==> config.mk <==
export PLATFORM = sky130hd
export DESIGN_NAME = pt_stage_sequencer
export DESIGN_NICKNAME = d
export VERILOG_FILES = /design/src/rtl/pt_stage_sequencer.sv
export SDC_FILE = /design/constraint.sdc
export NUM_CORES = 1
export LEC_CHECK = 0
export ABC_AREA = 0
export ABC_CLOCK_PERIOD_IN_PS = 2570
export BUFFER_PORTS_ARGS = -buffer_cell sky130_fd_sc_hd__buf_2
export CORE_AREA = 2 2 55 57
export DETAILED_ROUTE_END_ITERATION = 12
export DIE_AREA = 0 0 57 59
export PLACE_DENSITY = 0.7
export SLEW_MARGIN = 20
export SYNTH_ARGS = -nofsm -noshare
export SYNTH_HDL_FRONTEND = slang
export SYNTH_SLANG_ARGS = --single-unit
==> constraint.sdc <==
create_clock -name clk -period 2.57 [get_ports clk]
set_input_delay 0.257 -clock clk [delete_from_list [all_inputs] [get_ports clk]]
set_output_delay 0.257 -clock clk [all_outputs]
set_load 0.005 [all_outputs]
==> src/rtl/pt_stage_sequencer.sv <==
// pt_stage_sequencer: per-sample control sequencer strobing each Pan-Tompkins stage once per accepted sample
module pt_stage_sequencer #(
   parameter int DATA_WIDTH = 16,
   parameter int NB_STAGES = 5,
   parameter int WARMUP = 32,
   localparam int CW = ($clog2(WARMUP + 1) > 1) ? $clog2(WARMUP + 1) : 1
) (
   input  logic                 clk,
   input  logic                 rstn,
   input  logic                 en,
   input  logic                 flush,
   input  logic                 s_valid,
   output logic                 s_ready,
   output logic [NB_STAGES-1:0] stage_en,
   output logic                 m_valid,
   input  logic                 m_ready,
   output logic                 warm,
   output logic                 busy,
   output logic [CW-1:0]        sample_cnt
);
   typedef enum logic [1:0] {IDLE, STEP, OUT} state_t;
   localparam int IW = (NB_STAGES > 1) ? $clog2(NB_STAGES) : 1;
   localparam logic [IW-1:0] LAST = IW'(NB_STAGES - 1);
   localparam logic [CW-1:0] WMAX = CW'(WARMUP);

   if (NB_STAGES < 1 || DATA_WIDTH < 1) begin : g_bad_params
      $error("pt_stage_sequencer: NB_STAGES and DATA_WIDTH must be at least 1");
   end

   state_t               state_q, state_d;
   logic [IW-1:0]        step_idx_q, step_idx_d;
   logic [CW-1:0]        sample_cnt_q, sample_cnt_d, cnt_inc;
   logic [NB_STAGES-1:0] stage_en_q, stage_en_d;
   logic                 cur_warm_q, cur_warm_d, warm_q, warm_d, m_valid_q, m_valid_d;
   logic                 accept;

   assign s_ready = rstn && en && !flush && state_q == IDLE;
   assign accept = s_valid && s_ready;
   assign cnt_inc = (sample_cnt_q == WMAX) ? sample_cnt_q : sample_cnt_q + CW'(1);
   // en gates the strobes so a frozen cycle never shifts a stage; the held register re-issues it on resume
   assign stage_en = en ? stage_en_q : '0;
   assign m_valid = en && m_valid_q;
   assign warm = warm_q;
   assign busy = state_q != IDLE;
   assign sample_cnt = sample_cnt_q;

   // next-state: flush wins, en low holds everything, otherwise walk IDLE -> STEP x NB_STAGES -> (OUT) -> IDLE
   always_comb begin
      state_d = state_q;
      step_idx_d = step_idx_q;
      sample_cnt_d = sample_cnt_q;
      cur_warm_d = cur_warm_q;
      stage_en_d = stage_en_q;
      m_valid_d = m_valid_q;
      warm_d = warm_q;
      if (en && flush) begin
         state_d = IDLE;
         step_idx_d = '0;
         sample_cnt_d = '0;
         cur_warm_d = 1'b0;
         stage_en_d = '0;
         m_valid_d = 1'b0;
         warm_d = 1'b0;
      end else if (en) begin
         case (state_q)
            IDLE: if (accept) begin
               state_d = STEP;
               step_idx_d = '0;
               sample_cnt_d = cnt_inc;
               cur_warm_d = cnt_inc == WMAX;
               stage_en_d = NB_STAGES'(1);
            end
            STEP: if (step_idx_q == LAST) begin
               state_d = cur_warm_q ? OUT : IDLE;
               step_idx_d = '0;
               stage_en_d = '0;
               m_valid_d = cur_warm_q;
            end else begin
               step_idx_d = step_idx_q + IW'(1);
               stage_en_d = NB_STAGES'(1) << (step_idx_q + IW'(1));
            end
            OUT: if (m_ready) begin
               state_d = IDLE;
               m_valid_d = 1'b0;
            end
            default: state_d = IDLE;
         endcase
         warm_d = sample_cnt_d == WMAX;
      end
   end

   // state and registered outputs, cleared asynchronously so a reset aborts any sequence at once
   always_ff @(posedge clk or negedge rstn) begin
      if (!rstn) begin
         state_q <= IDLE;
         step_idx_q <= '0;
         sample_cnt_q <= '0;
         cur_warm_q <= 1'b0;
         stage_en_q <= '0;
         m_valid_q <= 1'b0;
         warm_q <= 1'b0;
      end else begin
         state_q <= state_d;
         step_idx_q <= step_idx_d;
         sample_cnt_q <= sample_cnt_d;
         cur_warm_q <= cur_warm_d;
         stage_en_q <= stage_en_d;
         m_valid_q <= m_valid_d;
         warm_q <= warm_d;
      end
   end
endmodule
==> run summary, run 1 <==
## Synthesis
- simple AND/OR/NAND/NOR gates — main combinational cell family by area after synthesis
- dfrtp_1 — prevailing post-synth register cell
- 2.23% — mux contribution to synthesized area
- 0 — total of warnings raised by yosys
- 7.43% — adder-cell share of the synthesized area
- 8.92 µm² — Avg Synthesized Cell Area
- 35.3% — Seq/Total Area, Yosys
- 24.2% — simple logic cell fraction of the synthesized area
- 165 — net count after synthesis
- 21.5% — post-synthesis compound-gate area fraction
- 100% — fraction of synthesis flops using an asynchronous set or reset pin
- 0.00135 mm² — synthesized cell area
- 42 — number of distinct library cells after synthesis
- 3.25% — XOR/XNOR share of the synthesized area
- 0 — number of flops mapped to enable cells by yosys
- 151 — Mapped Cells
- 19 — number of synthesized register bits

## Critical path
- input port to flop — crit path kind
- 2.27 ns — Worst Path Arrival
- flop — capturing element type of the critical path
- 0.61 ns — worst setup slack for register-to-register paths
- 0.77 ns — delay of the slowest cell on the worst path
- warm$_DFFE_PN0P_ — r2r endpoint
- 7 — cell depth of the worst setup path
- 2 — Buf+Inv Stages, Crit Path
- stage_en_q[0]$_DFFE_PN0P_ — CP endpoint
- compound AO/OA/AOI/OAI gates — cell class contributing the biggest share of worst-path delay
- 16 — Max Fanout on Critical Path
- nor2_1 — most common cell type on the critical path
- dlygate4sd3_1 > buf_2 > a21oi_1 > nor2_1 > o21ai_1 > nor2_1 > a22o_1 — series of cell instances along the critical path
- rstn — worst setup path startpoint
- o21ai_1 — cell at the slowest stage of the critical path
- input port — kind of start point of the critical path
- sample_cnt[1]$_DFFE_PN0P_ — worst reg2reg startpoint
- 7 — Reg2Reg Depth
- 2.77 ns — CP required

## STA
- 0 — max-slew violation total from the final report
- 485 MHz — maximum clock rate
- 0.509 ns — worst-case setup margin in the final layout
- no — RSZ-0062 raised after global routing
- 0.00343 ns — largest clock skew in the final design
- 0 ns — Setup TNS
- 80.2% — final clock period utilization by the worst path
- 0 — Fin. Hold Viols
- 0.989 ns — transition at the pin with the smallest max-transition slack
- 33.7% — Slew HR
- 2.06 ns — Min Clock Period, post-route
- 0 — Finish-stage setup viols

## Placement
- 2.12 mm — DPL Wire Length
- 0.644 ns — Setup Slack @ Placement
- 195 — number of cells after detailed placement
- 0.842 — RD Place Congestion
- 20 — I/O Buffers

## Floorplan
- 49.7% — initial core utilization
- 59 µm — die height
- 0.00271 mm² — core footprint
- 19 — num rows
- 57 µm — Chip Width
- 21 — number of ports placed on the die boundary
- 0.00336 mm² — Die Footprint

## Power
- 38.8% — share of total power consumed by net switching
- 821 µW — Power Total
- 503 µW — internal power
- 550 mW/mm² — power per cell area
- 449 µV — Worst VDD drop
- 19.8% — Clock Power Share
- 318 µW — Switch Pwr
- 0.701 nW — cell leakage power
- 47.8% — share of total power in sequential cells
- 32.4% — Gate power share

## Worst hold path
- input port to asynchronous set/reset pin — Min-Delay Path Class

## Global routing
- 0 — antenna violations before repair
- 23 — pin count of the biggest net entering global routing
- 4.93 mm — first-pass GRT wire length
- 18.3% — aggregate global-route resource usage
- 0 — residual overflow from global routing
- 1,117 — number of global-route vias before repair

## Cells and area
- buf_2 — most common cell after layout, fill and taps aside
- 268 — fill cell total of the finished layout
- 19.5% — share of post-route cells with drive strength above 1
- buf_2, dfrtp_1, nand2_1 — most frequent cells in the layout
- 184 — nets
- 10.8% — P&R area growth vs syn
- 0 — antenna cells
- 55.0% — final core utilization
- 200 — final non-filler cell total

## Drt
- 0 — number of nets with antenna violations after routing
- 72 — Detailed Route Iter0 Violations
- 1,191 — total vias in the final route
- 0 — remaining design rule violation count
- 14.5 µm — routed len/inst
- 2.90 mm — wire length reported by the detailed router
- 5.96 — Via-to-Cell Ratio
- 4 — Initial DRT Pass Iterations

## Clock network
- 0.30 ns — clock network latency to the later pin of the worst-skew pair
- 0 — setup fix buffers added after clock tree synthesis
- 19 — total number of clock tree sinks
- 0.12 ns — Clock transition at path regs
- done — TritonCTS clock tree
- 3 — clock buffers created by TritonCTS
- 1 — count of H-tree levels built during CTS
- 2 — Clock Tree Buf Depth
- clkbuf_4 — clock tree root buffer cell
- 0 — number of instances resized during post-cts repair

## Flow run
- 0 — max capacitance violation total

## Status
- completed — outcome

==> worst min path at each step <==
stage               startpoint                endpoint  slack (ns)
finish                    rstn  state_q[0]$_DFFE_PN0P_        0.32
global route              rstn  state_q[0]$_DFFE_PN0P_        0.34
CTS                       rstn  state_q[0]$_DFFE_PN0P_        0.32
detailed placement        rstn  state_q[0]$_DFFE_PN0P_        0.12
global placement          rstn  state_q[0]$_DFFE_PN0P_        0.12
floorplan                 rstn  cur_warm_q$_DFFE_PN0P_       -0.04
==> state kept, by name, indices dropped and copies added (netlist names) <==
name / cells
cur_warm_q: 1
m_valid_q: 1
sample_cnt: 6
stage_en_q: 5
state_q: 2
step_idx_q: 3
warm: 1
==> Yosys cell counts, drive strengths merged (2+ instances only) <==
library cell,n,area share (%)
dfrtp,19,35
nand2,17,4.7
o21ai,12,4.5
inv,11,3.1
a21oi,8,3.0
ha,8,7.4
and2,7,3.3
clkbuf,6,1.7
nor2,6,1.7
o22ai,5,2.3
nor3,4,1.5
xnor2,4,2.6
a21o,3,1.7
mux2i,3,2.2
nand3,3,2.0
nand3b,3,2.6
a311oi,2,1.3
a31oi,2,0.93
a32o,2,1.5
and3,2,0.93
buf,2,1.4
nand2b,2,0.93
nand4,2,0.93
nor2b,2,0.93
o31ai,2,1.1
or2,2,0.93
==> layer usage <==
metal	vias up	wire length, µm	track usage, %	part of all wire, %
met5	-	0	0	0
met2	42	1340	30.9	46
met4	0	17	5.65	0.59
met1	573	1370	24.4	47
li1	574	-	-	-
met3	2	172	2.84	5.9
==> cells by family after synthesis <==
logic type / after synthesis
AOI/OAI and AO/OA: 43
xor gates and xnor gates: 5
adders and majority gates: 8
buffers and inverters: 19
DFF: 19
muxes: 3
and+or+nand+nor: 54
==> what timing repair did <==
item,in CTS,in global routing
setup endpoints to repair,0,0
hold buffers,1,0
endpoints found under the hold margin,4,0
==> layout make-up <==
class,count,area (µm²),area share (%)
well taps,31,38.8,2.60
flip-flops and latches,19,475,31.9
inverters,11,41.3,2.77
multi-input cells,113,788,52.9
repair buffers,22,118,7.89
clock inverters,1,7.51,0.503
clock buffers,3,22.5,1.51
==> through the flow <==
stage / instance area (µm²) / hold slack, ns
finish: 1490 / 0.324
global route: 1490 / 0.337
CTS: 1490 / 0.317
detailed placement: 1450 / 0.121
global placement: 1450 / 0.116
floorplan: 1350 / -0.0386
==> power groups by stage <==
stage                     combinational, mW  clock [mW]  sequential [mW]
after floorplan                       0.201           0            0.374
after global placement                0.258           0            0.393
after detailed placement              0.261           0            0.396
after CTS                             0.264       0.166            0.390
after global routing                  0.299       0.177            0.401
final                                 0.266       0.162            0.392
Power figures use the tool's default switching activity.
==> run 2: changes to the inputs <==
--- a/config.mk
+++ b/config.mk
@@ -6,7 +6,7 @@
 export NUM_CORES = 1
 export LEC_CHECK = 0
 export ABC_AREA = 0
-export ABC_CLOCK_PERIOD_IN_PS = 2570
+export ABC_CLOCK_PERIOD_IN_PS = 1900
 export BUFFER_PORTS_ARGS = -buffer_cell sky130_fd_sc_hd__buf_2
 export CORE_AREA = 2 2 55 57
 export DETAILED_ROUTE_END_ITERATION = 12
==> constraint.sdc (replaced) <==
create_clock -name clk -period 1.9 [get_ports clk]
set_input_delay 0.19 -clock clk [delete_from_list [all_inputs] [get_ports clk]]
set_output_delay 0.19 -clock clk [all_outputs]
set_load 0.005 [all_outputs]
==> run summary, run 2 (same netlist as run 1, synthesis figures left out) <==
## Critical path
- 6 — Max Fanout on Critical Path, was 16
- sample_cnt[0]$_DFFE_PN0P_ — worst setup path startpoint, was rstn
- 0.45 ns — delay of the slowest cell on the worst path, was 0.77 ns
- dfrtp_1 — cell at the slowest stage of the critical path, was o21ai_1
- flop to flop — crit path kind, was input port to flop
- 7 — Reg2Reg Depth, unchanged
- 2.06 ns — Worst Path Arrival, was 2.27 ns
- warm$_DFFE_PN0P_ — CP endpoint, was stage_en_q[0]$_DFFE_PN0P_
- 0.06 ns — worst setup slack for register-to-register paths, was 0.61 ns
- flop — capturing element type of the critical path, unchanged
- inv_1 > ha_2 > nand3b_4 > or3_4 > a211oi_2 > a311oi_1 > o32ai_2 — series of cell instances along the critical path, was dlygate4sd3_1 > buf_2 > a21oi_1 > nor2_1 > o21ai_1 > nor2_1 > a22o_1
- warm$_DFFE_PN0P_ — r2r endpoint, unchanged
- sample_cnt[0]$_DFFE_PN0P_ — worst reg2reg startpoint, was sample_cnt[1]$_DFFE_PN0P_
- 2.12 ns — CP required, was 2.77 ns
- flop — kind of start point of the critical path, was input port

## Floorplan
- 57 µm — Chip Width, unchanged
- 59 µm — die height, unchanged
- 19 — num rows, unchanged
- 21 — number of ports placed on the die boundary, unchanged
- 0.00336 mm² — Die Footprint, unchanged
- 0.00271 mm² — core footprint, unchanged
- 49.7% — initial core utilization, unchanged

## STA
- 0.0571 ns — worst-case setup margin in the final layout, was 0.509 ns
- 77.8% — Slew HR, was 33.7%
- 0 — Fin. Hold Viols, unchanged
- 543 MHz — maximum clock rate
- 0.327 ns — transition at the pin with the smallest max-transition slack, was 0.989 ns
- 0 — max-slew violation total from the final report, unchanged
- 0 — Finish-stage setup viols, unchanged
- 0.00417 ns — largest clock skew in the final design, was 0.00343 ns
- 0 ns — Setup TNS, unchanged
- 97.0% — final clock period utilization by the worst path
- 1.84 ns — Min Clock Period, post-route

## Power
- 745 mW/mm² — power per cell area, was 550 mW/mm²
- 435 µW — Switch Pwr, was 318 µW
- 39.3% — Gate power share, was 32.4%
- 37.5% — share of total power consumed by net switching, was 38.8%
- 0.741 nW — cell leakage power, was 0.701 nW
- 18.4% — Clock Power Share, was 19.8%
- 42.3% — share of total power in sequential cells, was 47.8%
- 726 µW — internal power, was 503 µW
- 457 µV — Worst VDD drop, was 449 µV

## Cells and area
- 0 — antenna cells, unchanged
- buf_2, dfrtp_1, nand2_1 — most frequent cells in the layout, unchanged
- 25.4% — share of post-route cells with drive strength above 1, was 19.5%
- 192 — nets, was 184
- 260 — fill cell total of the finished layout, was 268
- 797 µm² — area used by multi-input combinational logic, was 788 µm²
- 6 — number of flip-flops in the largest register, unchanged
- 57.5% — final core utilization, was 55.0%
- 477 µm² — register area, was 475 µm²
- 15.8% — P&R area growth vs syn, was 10.8%
- buf_2 — most common cell after layout, fill and taps aside, unchanged

## Clock network
- 0.30 ns — clock network latency to the later pin of the worst-skew pair, about the same
- 0.12 ns — Clock transition at path regs, about the same
- done — TritonCTS clock tree, unchanged
- 19 — total number of clock tree sinks, unchanged
- 1 — count of H-tree levels built during CTS, unchanged
- 2 — Clock Tree Buf Depth, unchanged
- 3 — clock buffers created by TritonCTS, unchanged
- clkbuf_4 — clock tree root buffer cell, unchanged

## Worst hold path
- input port to flop — Min-Delay Path Class, was input port to asynchronous set/reset pin

## Global routing
- 0 — antenna violations before repair, unchanged
- met2 — peak-usage layer in the global routing report, unchanged
- 5.26 mm — first-pass GRT wire length, was 4.93 mm
- 1,204 — number of global-route vias before repair, was 1,117
- 33.5% — grt met2 use, was 30.9%
- 19.7% — aggregate global-route resource usage, was 18.3%
- 22 — pin count of the biggest net entering global routing, was 23
- 25.6% — met1 Usage GRT, was 24.4%
- 0 — residual overflow from global routing, unchanged
- 2.84% — GR Layer Usage met3, unchanged

## Placement
- 0.0965 ns — Setup Slack @ Placement, was 0.644 ns
- 2.20 mm — DPL Wire Length, was 2.12 mm
- 20 — I/O Buffers, unchanged
- 0.905 — RD Place Congestion, was 0.842

## Drt
- 30 — Detailed Route Iter0 Violations, was 72
- 5.66 — Via-to-Cell Ratio, was 5.96
- 0 — remaining design rule violation count, unchanged
- 2.90 mm — wire length reported by the detailed router, about the same
- 1,178 — total vias in the final route, was 1,191
- 0 — number of nets with antenna violations after routing, unchanged
- 4 — Initial DRT Pass Iterations, unchanged
- 14.0 µm — routed len/inst, was 14.5 µm

## Status
- completed — outcome, unchanged

## Flow run
- 0 — max capacitance violation total, unchanged

==> run 2: changes by cell type in the layout (fill, tap and decap cells not counted), sizes merged <==
cell and change:
buf +8, clkinv +1, clkinvlp -1
==> run 2: power groups by stage <==
stage	logic (mW)	clock network [mW]	registers, mW
2_1_floorplan	0.272	0	0.506
3_5_place_dp	0.438	0	0.499
3_3_place_gp	0.430	0	0.497
6_report	0.457	0.213	0.491
4_1_cts	0.441	0.221	0.491
5_1_grt	0.503	0.235	0.498
==> run 2: how the worst min path moves through the flow <==
stage	start	endpoint	slack, ns	cells after the start
finish	flush	sample_cnt[1]$_DFFE_PN0P_	0.26	2
global route	flush	sample_cnt[1]$_DFFE_PN0P_	0.27	2
CTS	flush	sample_cnt[2]$_DFFE_PN0P_	0.25	2
detailed placement	rstn	cur_warm_q$_DFFE_PN0P_	0.07	1
global placement	rstn	state_q[0]$_DFFE_PN0P_	0.06	1
floorplan	rstn	cur_warm_q$_DFFE_PN0P_	-0.11	0
==> run 2: per-layer routing <==
metal	up-vias	share of wire, %
met5	-	0
met4	0	1.2
met3	4	4.1
met2	28	48
met1	558	47
li1	588	-
==> run 2: stage by stage <==
stage	instance area [µm²]	std cells	total power, mW	hold WS [ns]
3_3_place_gp	1510	203	0.927	0.0606
2_1_floorplan	1350	151	0.777	-0.106
6_report	1560	208	1.16	0.261
4_1_cts	1550	208	1.15	0.249
3_5_place_dp	1510	203	0.937	0.0658
5_1_grt	1560	208	1.24	0.272
==> run 2: final cells by class <==
type / instances / share of cell area [%]
sequential: 19 / 30.6
inverter: 11 / 2.65
multi-input combinational: 113 / 51.1
clock buffer: 3 / 1.44
timing repair buffer: 30 / 11.4
tap: 31 / 2.49
clock inverter: 1 / 0.321
==> run 2: critical path, delay by kind of cell, from the launching register on <==
| family | cells | cell delay, ns |
|---|---|---|
| AO/OA/AOI/OAI | 3 | 0.57 |
| flip-flops | 1 | 0.45 |
| AND/OR/NAND/NOR | 2 | 0.45 |
| adder cells (fa/ha/maj) | 1 | 0.20 |
| buffers and inverters | 1 | 0.10 |
==> run 2: repair_timing <==
| action | 4_1_cts | 5_1_grt |
|---|---|---|
| setup buffers | 0 | 0 |
| hold endpoints to repair | 5 | 0 |
| setup endpoints to repair | 0 | 2 |
| hold buffers | 1 | 0 |
| gates resized for setup | 0 | 4 |
==> run 3: changes to the inputs <==
--- a/config.mk
+++ b/config.mk
@@ -8,10 +8,11 @@
 export ABC_AREA = 0
 export ABC_CLOCK_PERIOD_IN_PS = 1900
 export BUFFER_PORTS_ARGS = -buffer_cell sky130_fd_sc_hd__buf_2
-export CORE_AREA = 2 2 55 57
+export CORE_AREA = 2 2 56 58
 export DETAILED_ROUTE_END_ITERATION = 12
-export DIE_AREA = 0 0 57 59
-export PLACE_DENSITY = 0.7
+export DIE_AREA = 0 0 58 60
+export PLACE_DENSITY = 0.68
+export REMOVE_ABC_BUFFERS = 1
 export SLEW_MARGIN = 20
 export SYNTH_ARGS = -nofsm -noshare
 export SYNTH_HDL_FRONTEND = slang
==> run summary, run 3 (same netlist as run 1, synthesis figures left out) <==
## Clock network
- 1 — count of H-tree levels built during CTS, unchanged
- done — TritonCTS clock tree, unchanged
- clkbuf_4 — clock tree root buffer cell, unchanged
- 2 — Clock Tree Buf Depth, unchanged
- 0 — setup fix buffers added after clock tree synthesis, unchanged
- 0.11 ns — Clock transition at path regs, was 0.12 ns
- 3 — clock buffers created by TritonCTS, unchanged
- 19 — total number of clock tree sinks, unchanged
- 0.29 ns — clock network latency to the later pin of the worst-skew pair, was 0.30 ns

## Critical path
- dfrtp_1 — cell at the slowest stage of the critical path, unchanged
- 1 — Buf+Inv Stages, Crit Path, unchanged
- 2.00 ns — Worst Path Arrival, was 2.06 ns
- flop — kind of start point of the critical path, unchanged
- buf_4 > ha_1 > or2_2 > nor3_1 > a311oi_1 > o32ai_2 — series of cell instances along the critical path, was inv_1 > ha_2 > nand3b_4 > or3_4 > a211oi_2 > a311oi_1 > o32ai_2
- simple AND/OR/NAND/NOR gates — cell class contributing the biggest share of worst-path delay, was compound AO/OA/AOI/OAI gates
- flop — capturing element type of the critical path, unchanged
- 9 — Max Fanout on Critical Path, was 6
- 2.11 ns — CP required, was 2.12 ns
- 0.39 ns — delay of the slowest cell on the worst path, was 0.45 ns
- flop to flop — crit path kind, unchanged

## Placement
- 0.0869 ns — Setup Slack @ Placement, was 0.0965 ns
- 0.831 — RD Place Congestion, was 0.905
- 2.33 mm — DPL Wire Length, was 2.20 mm
- 0.00152 mm² — placed cell areas, was 0.00151 mm²
- 20 — I/O Buffers, unchanged

## Drt
- 55 — Detailed Route Iter0 Violations, was 30
- 14.4 µm — routed len/inst, was 14.0 µm
- 0 — remaining design rule violation count, unchanged
- 3.04 mm — wire length reported by the detailed router, was 2.90 mm
- 5.63 — Via-to-Cell Ratio, was 5.66
- 1,188 — total vias in the final route, was 1,178
- 0 — number of nets with antenna violations after routing, unchanged
- 4 — Initial DRT Pass Iterations, unchanged

## STA
- no — RSZ-0062 raised after global routing
- 0 ns — Setup TNS, unchanged
- 0.00163 ns — largest clock skew in the final design, was 0.00417 ns
- 0 — max-slew violation total from the final report, unchanged
- 559 MHz — maximum clock rate, was 543 MHz
- 0 — Finish-stage setup viols, unchanged
- 0.111 ns — worst-case setup margin in the final layout, was 0.0571 ns
- 1.79 ns — Min Clock Period, post-route, was 1.84 ns
- 0 — Fin. Hold Viols, unchanged
- 73.5% — Slew HR, was 77.8%
- 94.1% — final clock period utilization by the worst path, was 97.0%
- 0.391 ns — transition at the pin with the smallest max-transition slack, was 0.327 ns

## Cells and area
- 16.1% — P&R area growth vs syn, was 15.8%
- 193 — nets, was 192
- 0 — antenna cells, unchanged
- buf_2 — most common cell after layout, fill and taps aside, unchanged
- 0.00156 mm² — Design Area, Final, about the same
- buf_2, dfrtp_1, nand2_1 — most frequent cells in the layout, unchanged
- 25.3% — share of post-route cells with drive strength above 1, was 25.4%
- 6 — number of flip-flops in the largest register, unchanged

## Floorplan
- 0.00290 mm² — core footprint, was 0.00271 mm²
- 21 — number of ports placed on the die boundary, unchanged
- 60 µm — die height, was 59 µm
- 46.4% — initial core utilization, was 49.7%
- 20 — num rows, was 19
- 58 µm — Chip Width, was 57 µm
- 0.00348 mm² — Die Footprint, was 0.00336 mm²

## Power
- 0.747 nW — cell leakage power, was 0.741 nW
- 455 µV — Worst VDD drop, was 457 µV
- 738 mW/mm² — power per cell area, was 745 mW/mm²

## Worst hold path
- input port to asynchronous set/reset pin — Min-Delay Path Class, was input port to flop

## Global routing
- 0 — antenna violations before repair, unchanged
- 0 — residual overflow from global routing, unchanged
- 1,131 — number of global-route vias before repair, was 1,204
- 22 — pin count of the biggest net entering global routing, unchanged
- 19.1% — aggregate global-route resource usage, was 19.7%
- 5.09 mm — first-pass GRT wire length, was 5.26 mm

## Status
- completed — outcome, unchanged

## Flow run
- 0 — max capacitance violation total, unchanged

## run 3: changes by cell type in the layout (fill, tap and decap cells not counted)
cell | before | now
buf_4 | 9 | 10
dfrtp_1 | 18 | 19
dfrtp_2 | 1 | 0
inv_1 | 11 | 10
inv_2 | 0 | 1
nor3_1 | 3 | 4
nor3_2 | 1 | 0
## run 3: power breakdown
| group | internal (mW) | total (mW) | switching, mW |
|---|---|---|---|
| clock network | 0.0783 | 0.205 | 0.127 |
| logic | 0.207 | 0.467 | 0.260 |
| registers | 0.444 | 0.481 | 0.0372 |
| total | 0.729 | 1.15 | 0.424 |
## run 3: path summary, 6_finish.rpt
check                                     startpoint                   endpoint  slack, ns  depth (start not counted)
max                        sample_cnt[0]$_DFFE_PN0P_           warm$_DFFE_PN0P_       0.11                          6
min                                             rstn  step_idx_q[2]$_DFFE_PN0P_       0.27                          2
max reg2reg                sample_cnt[0]$_DFFE_PN0P_           warm$_DFFE_PN0P_       0.11                          6
min reg2reg                stage_en_q[4]$_DFFE_PN0P_  stage_en_q[4]$_DFFE_PN0P_       0.48                          2
max in group asynchronous                       rstn           warm$_DFFE_PN0P_       1.19                          3
min in group clk                               flush  sample_cnt[4]$_DFFE_PN0P_       0.32                          3
## run 3: area by class of cell
cell class	count	area, µm²
Fill cell	271	1340
Multi-Input combinational cell	113	792
Sequential cell	19	475
Timing Repair Buffer	31	185
Inverter	11	41.3
Tap cell	33	41.3
Clock buffer	3	22.5
Clock inverter	1	5.00
## run 3: per-layer routing
layer	track usage, %	routed length [µm]	up-vias
met5	0	0	-
met2	30.7	1520	32
met4	11.0	45	0
li1	-	-	598
met3	1.95	104	6
met1	25.2	1360	552
## run 3: repair_timing
| item | CTS | global route |
|---|---|---|
| gates resized for setup | 0 | 3 |
| setup endpoints to repair | 0 | 3 |
| hold buffers | 1 | 0 |
| endpoints found under the hold margin | 6 | 0 |
## run 3: per-stage QoR
step           hold slack [ns]  total power [mW]  utilization, %  instances
3_5_place_dp            0.0630             0.939            52.4        206
6_report                 0.272              1.15            53.8        211
2_1_floorplan           -0.106             0.757               -        143
3_3_place_gp            0.0599             0.929            52.4        206
5_1_grt                  0.284              1.23            53.8        211
4_1_cts                  0.257              1.15            53.7        211
